$ cat src/rtl/apb_master.sv
// -----------------------------------------------------------------------------
// apb_master
//
// Single-beat APB requester. A command accepted on the local valid/ready port
// becomes one APB SETUP + ACCESS transfer. The result comes back on a one-cycle
// response strobe, together with read data and a timeout error flag.
//
// Ports
//   pclk, rst                   clock and synchronous active-high reset
//   cmd_valid / cmd_ready       command handshake (cmd_ready = IDLE decode)
//   cmd_write, cmd_addr,        command fields, latched on handshake
//   cmd_wdata
//   rsp_valid                   one-cycle completion strobe (no backpressure)
//   rsp_rdata, rsp_err          read data (0 for writes/errors), timeout flag
//   psel, penable, paddr,       APB requester outputs, all registered
//   pwrite, pwdata
//   pready, prdata              APB completer inputs, used only in ACCESS
// -----------------------------------------------------------------------------
module apb_master #(
   parameter int ADDR_W  = 8,
   parameter int DATA_W  = 16,
   parameter int MIN_ACC = 1,   // 1..15
   parameter int TIMEOUT = 16   // 1..255, 0 disables
) (
   input  logic              pclk,
   input  logic              rst,
   input  logic              cmd_valid,
   output logic              cmd_ready,
   input  logic              cmd_write,
   input  logic [ADDR_W-1:0] cmd_addr,
   input  logic [DATA_W-1:0] cmd_wdata,
   output logic              rsp_valid,
   output logic [DATA_W-1:0] rsp_rdata,
   output logic              rsp_err,
   output logic              psel,
   output logic              penable,
   output logic [ADDR_W-1:0] paddr,
   output logic              pwrite,
   output logic [DATA_W-1:0] pwdata,
   input  logic              pready,
   input  logic [DATA_W-1:0] prdata
);

   localparam logic [1:0] IDLE   = 2'd0;
   localparam logic [1:0] SETUP  = 2'd1;
   localparam logic [1:0] ACCESS = 2'd2;

   // The ACCESS cycle count is compared in 9 bits so that acc_cnt+1 cannot wrap.
   localparam logic [8:0] MIN_ACC_W  = 9'(MIN_ACC);
   localparam logic [8:0] TIMEOUT_W  = 9'(TIMEOUT);
   localparam bit         TIMEOUT_EN = (TIMEOUT != 0);

   logic [1:0]        state_q,     state_d;
   logic [7:0]        acc_cnt_q,   acc_cnt_d;
   logic              psel_q,      psel_d;
   logic              penable_q,   penable_d;
   logic [ADDR_W-1:0] paddr_q,     paddr_d;
   logic              pwrite_q,    pwrite_d;
   logic [DATA_W-1:0] pwdata_q,    pwdata_d;
   logic              rsp_valid_q, rsp_valid_d;
   logic [DATA_W-1:0] rsp_rdata_q, rsp_rdata_d;
   logic              rsp_err_q,   rsp_err_d;

   // Number of ACCESS cycles including the current one.
   logic [8:0] acc_num;
   logic       done;
   logic       tout;

   assign acc_num = {1'b0, acc_cnt_q} + 9'd1;
   // Completion has priority over the timeout when both hit in the same cycle.
   assign done    = pready && (acc_num >= MIN_ACC_W);
   assign tout    = !done && TIMEOUT_EN && (acc_num == TIMEOUT_W);

   always_comb begin
      // NOTE: every signal assigned here gets a default first, so no path
      // through the case statement can leave one unassigned and infer a latch.
      state_d     = state_q;
      acc_cnt_d   = acc_cnt_q;
      psel_d      = psel_q;
      penable_d   = penable_q;
      paddr_d     = paddr_q;
      pwrite_d    = pwrite_q;
      pwdata_d    = pwdata_q;
      rsp_valid_d = 1'b0;
      rsp_rdata_d = rsp_rdata_q;
      rsp_err_d   = rsp_err_q;

      case (state_q)
         IDLE: begin
            psel_d    = 1'b0;
            penable_d = 1'b0;
            if (cmd_valid) begin
               paddr_d  = cmd_addr;
               pwrite_d = cmd_write;
               pwdata_d = cmd_wdata;
               psel_d   = 1'b1;
               state_d  = SETUP;
            end
         end
         SETUP: begin
            penable_d = 1'b1;
            acc_cnt_d = 8'd0;
            state_d   = ACCESS;
         end
         ACCESS: begin
            acc_cnt_d = (acc_cnt_q == 8'hFF) ? acc_cnt_q : acc_cnt_q + 8'd1;
            if (done || tout) begin
               rsp_valid_d = 1'b1;
               rsp_err_d   = tout;
               rsp_rdata_d = (pwrite_q || tout) ? '0 : prdata;
               psel_d      = 1'b0;
               penable_d   = 1'b0;
               state_d     = IDLE;
            end
         end
         default: begin
            psel_d    = 1'b0;
            penable_d = 1'b0;
            state_d   = IDLE;
         end
      endcase
   end

   // NOTE: state is updated with non-blocking assignments so every flop samples
   // the pre-edge values, independent of statement order.
   always_ff @(posedge pclk) begin
      if (rst) begin
         state_q     <= IDLE;
         acc_cnt_q   <= '0;
         psel_q      <= 1'b0;
         penable_q   <= 1'b0;
         paddr_q     <= '0;
         pwrite_q    <= 1'b0;
         pwdata_q    <= '0;
         rsp_valid_q <= 1'b0;
         rsp_rdata_q <= '0;
         rsp_err_q   <= 1'b0;
      end else begin
         state_q     <= state_d;
         acc_cnt_q   <= acc_cnt_d;
         psel_q      <= psel_d;
         penable_q   <= penable_d;
         paddr_q     <= paddr_d;
         pwrite_q    <= pwrite_d;
         pwdata_q    <= pwdata_d;
         rsp_valid_q <= rsp_valid_d;
         rsp_rdata_q <= rsp_rdata_d;
         rsp_err_q   <= rsp_err_d;
      end
   end

   assign cmd_ready = (state_q == IDLE);
   assign psel      = psel_q;
   assign penable   = penable_q;
   assign paddr     = paddr_q;
   assign pwrite    = pwrite_q;
   assign pwdata    = pwdata_q;
   assign rsp_valid = rsp_valid_q;
   assign rsp_rdata = rsp_rdata_q;
   assign rsp_err   = rsp_err_q;

endmodule

$ cat config.mk
export PLATFORM = sky130hd
export DESIGN_NAME = apb_master
export DESIGN_NICKNAME = d
export VERILOG_FILES = /design/src/rtl/apb_master.sv
export SDC_FILE = /design/constraint.sdc
export NUM_CORES = 1
export LEC_CHECK = 0
export ABC_AREA = 1
export ABC_CLOCK_PERIOD_IN_PS = 3000
export BUFFER_PORTS_ARGS = -buffer_cell sky130_fd_sc_hd__buf_2
export CAP_MARGIN = 20
export CORE_AREA = 2 2 70 72
export CTS_BUF_LIST = sky130_fd_sc_hd__clkbuf_8
export DETAILED_ROUTE_END_ITERATION = 6
export DIE_AREA = 0 0 72 74
export GPL_TIMING_DRIVEN = 0
export PLACE_DENSITY_LB_ADDON = 0.15
export SKIP_CTS_REPAIR_TIMING = 1
export SLEW_MARGIN = 20
export SYNTH_ARGS = -nofsm -noshare
export SYNTH_HDL_FRONTEND = slang
export SYNTH_SLANG_ARGS = --single-unit
$ cat constraint.sdc
create_clock -name pclk -period 3 [get_ports pclk]
set_input_delay 0.6 -clock pclk [delete_from_list [all_inputs] [get_ports pclk]]
set_output_delay 0.6 -clock pclk [all_outputs]
set_load 0.01 [all_outputs]
==> flow_summary.json <==
{
  "syn_area_per_cell_um2": 6.97,
  "syn_to_final_growth_pct": 24.8,
  "fillCellCount": 427,
  "crit_buf_inv": 3,
  "synth_commonest_cells": "nor2_1 (107), dfxtp_1 (55), nand2_1 (52)",
  "path_class": "register to register",
  "synthFlopType": "dfxtp_1",
  "path_cells": "inv_1 -> ha_1 -> inv_1 -> nand3_1 -> nor2_1 -> nand2_1 -> nor2_2 -> nand3_1 -> nand2_2 -> nand2_4 -> nand2_4 -> buf_6 -> nor2_1 -> nor2_1 -> nor2_1",
  "overflow": 0,
  "relSlewSlack": 0.686,
  "whs_ns": 0.466,
  "vias": 2478,
  "die_h_um": 74,
  "r2r-start": "acc_cnt_q[0]",
  "cts_tree": "built",
  "postLayoutCoreUtil": 0.668,
  "wl_per_cell_um": 11.4,
  "die_area_um2": 5330,
  "clkPwrFrac": 0.298,
  "hold_viol": 0,
  "fin_tns_setup_ns": 0,
  "design.core.area_um2": 4600,
  "ios": 91,
  "remaining_drc_errors": 0,
  "min_period_over_period": 0.746,
  "ant_nets": 0,
  "crit_path_end_kind": "register",
  "powerDensity_nw_per_um2": 464,
  "cpMaxStageDelayCell": "dfxtp_1",
  "num_antenna_cells": 0,
  "max_freq_ghz": 0.447,
  "cp_slowest_stage_delay_ns": 0.45,
  "period_needed_ns": 2.24,
  "start_util": 0.535,
  "clkTransAtPathRegs_ns": 0.10,
  "crit_path_start": "acc_cnt_q[0]",
  "power_leakage_nw": 1.51,
  "drv_cap": 0,
  "first_global_vias": 2228,
  "dp_hpwl_um": 4240,
  "synth_fp_nets": 400,
  "hold_start": "rsp_err",
  "ys_top_cells_by_area": "dfxtp_1 (45%), nor2_1 (16%), nand2_1 (7.9%), o21ai_0 (5.5%), nand3_1 (4.9%)",
  "pre_cts_ws_ns": 0.769,
  "arrival_ns": 2.43,
  "worst_pin_slew_ns": 0.471,
  "status": "completed",
  "syn_inst": 353,
  "synth-edff-count": 0,
  "worst_skew_pair.late_latency_ns": 0.31,
  "ys_types": 23,
  "rsz0062_at_grt": "no",
  "hold_path_class": "register to register",
  "ys_ff_latch": 55,
  "p_seq_frac": 0.553,
  "wirelength_um": 5740,
  "cts_buffers": 5,
  "p_sw_mw": 0.401,
  "worst_path_most_repeated_cell": "nor2_1",
  "required_ns": 3.20,
  "slew_violations": 0,
  "finalPower_mw": 1.42,
  "drt_first_pass_iters": 5,
  "seq_area_frac_synth": 0.447,
  "p_int_mw": 1.02,
  "synth.most_common_cell": "nor2_1",
  "drive_gt1_frac": 0.259,
  "antenna_found_initial": 0,
  "grtUsageTotal": 0.220,
  "drt-initial-drc-count": 103,
  "grt_pass1_wl_um": 9320,
  "htree_levels": 2,
  "synth_top_area_share": 0.447,
  "synthArstFlopShare": 0,
  "cts-root-buf": "clkbuf_8",
  "synth_top_cell_by_area": "dfxtp_1",
  "gp_congestion": 0.841,
  "cts_sinks": 55,
  "vias_per_cell": 4.91,
  "max-vdd-ir-drop_uv": 411,
  "mappedNetlistArea_um2": 2460,
  "io_buffers": 90,
  "nets": 497,
  "pwr-share-comb": 0.149,
  "die_w_um": 72,
  "layout_setup_ws_ns": 0.762,
  "fin_skew_ns": 0.00678,
  "fp-row-count": 25,
  "critical-path-top-delay-family": "simple AND/OR/NAND/NOR gates",
  "path_max_fanout": 10,
  "finalSetupViolCount": 0,
  "swShare": 0.282,
  "yosys_warnings": 0,
  "critPathLaunchType": "register",
  "clock_path_buffers": 2,
  "grt_start_max_net_pins": 19
}
==> stage by stage <==
stage,cell area (um^2),instances
global route,3070,505
CTS,3070,505
detailed placement,2980,497
floorplan,2460,353
finish,3070,505
global placement,2980,497
==> power groups by stage <==
stage | registers (mW) | logic (mW) | clock network (mW)
CTS | 0.789 | 0.215 | 0.433
floorplan | 0.822 | 0.104 | 0
global route | 0.793 | 0.242 | 0.457
detailed placement | 0.805 | 0.214 | 0
finish | 0.789 | 0.212 | 0.424
global placement | 0.803 | 0.211 | 0
==> worst paths after layout <==
path	endpoint	slack [ns]	cells after the start
worst max register to register	rsp_rdata[12]	0.76	15
worst max-delay path	rsp_rdata[12]	0.76	15
worst min register to register	rsp_err	0.47	2
worst min-delay path	rsp_err	0.47	2
==> layout make-up <==
class / instances / area, um^2 / area share
multi-input combinational: 256 / 1190 / 0.387
clock buffer: 5 / 68.8 / 0.0224
tap: 54 / 67.6 / 0.0220
buffer: 16 / 73.8 / 0.0240
sequential: 55 / 1100 / 0.358
inverter: 26 / 97.6 / 0.0318
timing repair buffer: 90 / 450 / 0.147
clock inverter: 3 / 23.8 / 0.00774
==> cells by family (layout without fill, tap and decap cells) <==
| group | count (synthesis) | count (layout) | share of synthesized area |
|---|---|---|---|
| simple gates | 199 | 199 | 0.342 |
| compound gates | 55 | 55 | 0.131 |
| flops | 55 | 55 | 0.447 |
| buf+inv | 42 | 140 | 0.0696 |
| fa+ha+maj | 2 | 2 | 0.0102 |
==> worst reg2reg max path: cells and delay by family, from the launching register on <==
kind | cells | cell delay, ns
adders and majority gates | 1 | 0.31
buffers and inverters | 3 | 0.30
DFF | 1 | 0.45
and+or+nand+nor | 11 | 1.05
==> layout by cell type (no fill, tap or decap), types with 2 or more instances in the layout <==
cell type / instances
nor2_1: 107
buf_2: 92
dfxtp_1: 55
nand2_1: 52
o21ai_0: 27
inv_1: 24
nand3_1: 24
clkbuf_1: 12
a21oi_1: 11
a21boi_0: 9
a21boi_1: 7
nand2_2: 6
clkbuf_8: 5
nand4_1: 3
nor2_4: 2
nor2_2: 2
nand2_4: 2
ha_1: 2
==> per-layer routing <==
metal	up-vias	global-route usage	wire [um]	part of all wire
met5	-	0	0	0
met3	8	0.0583	468	0.082
met4	0	0.0503	57	0.0099
met2	84	0.385	2670	0.46
li1	1307	-	-	-
met1	1079	0.274	2550	0.44
==> state kept, by name, summed over array words and instances (netlist names) <==
signal     flops
paddr          8
rsp_err        1
state_q        2
acc_cnt_q      8
rsp_valid      1
pwrite         1
psel           1
pwdata        16
rsp_rdata     16
penable        1
(Power assumes the default switching activity.)
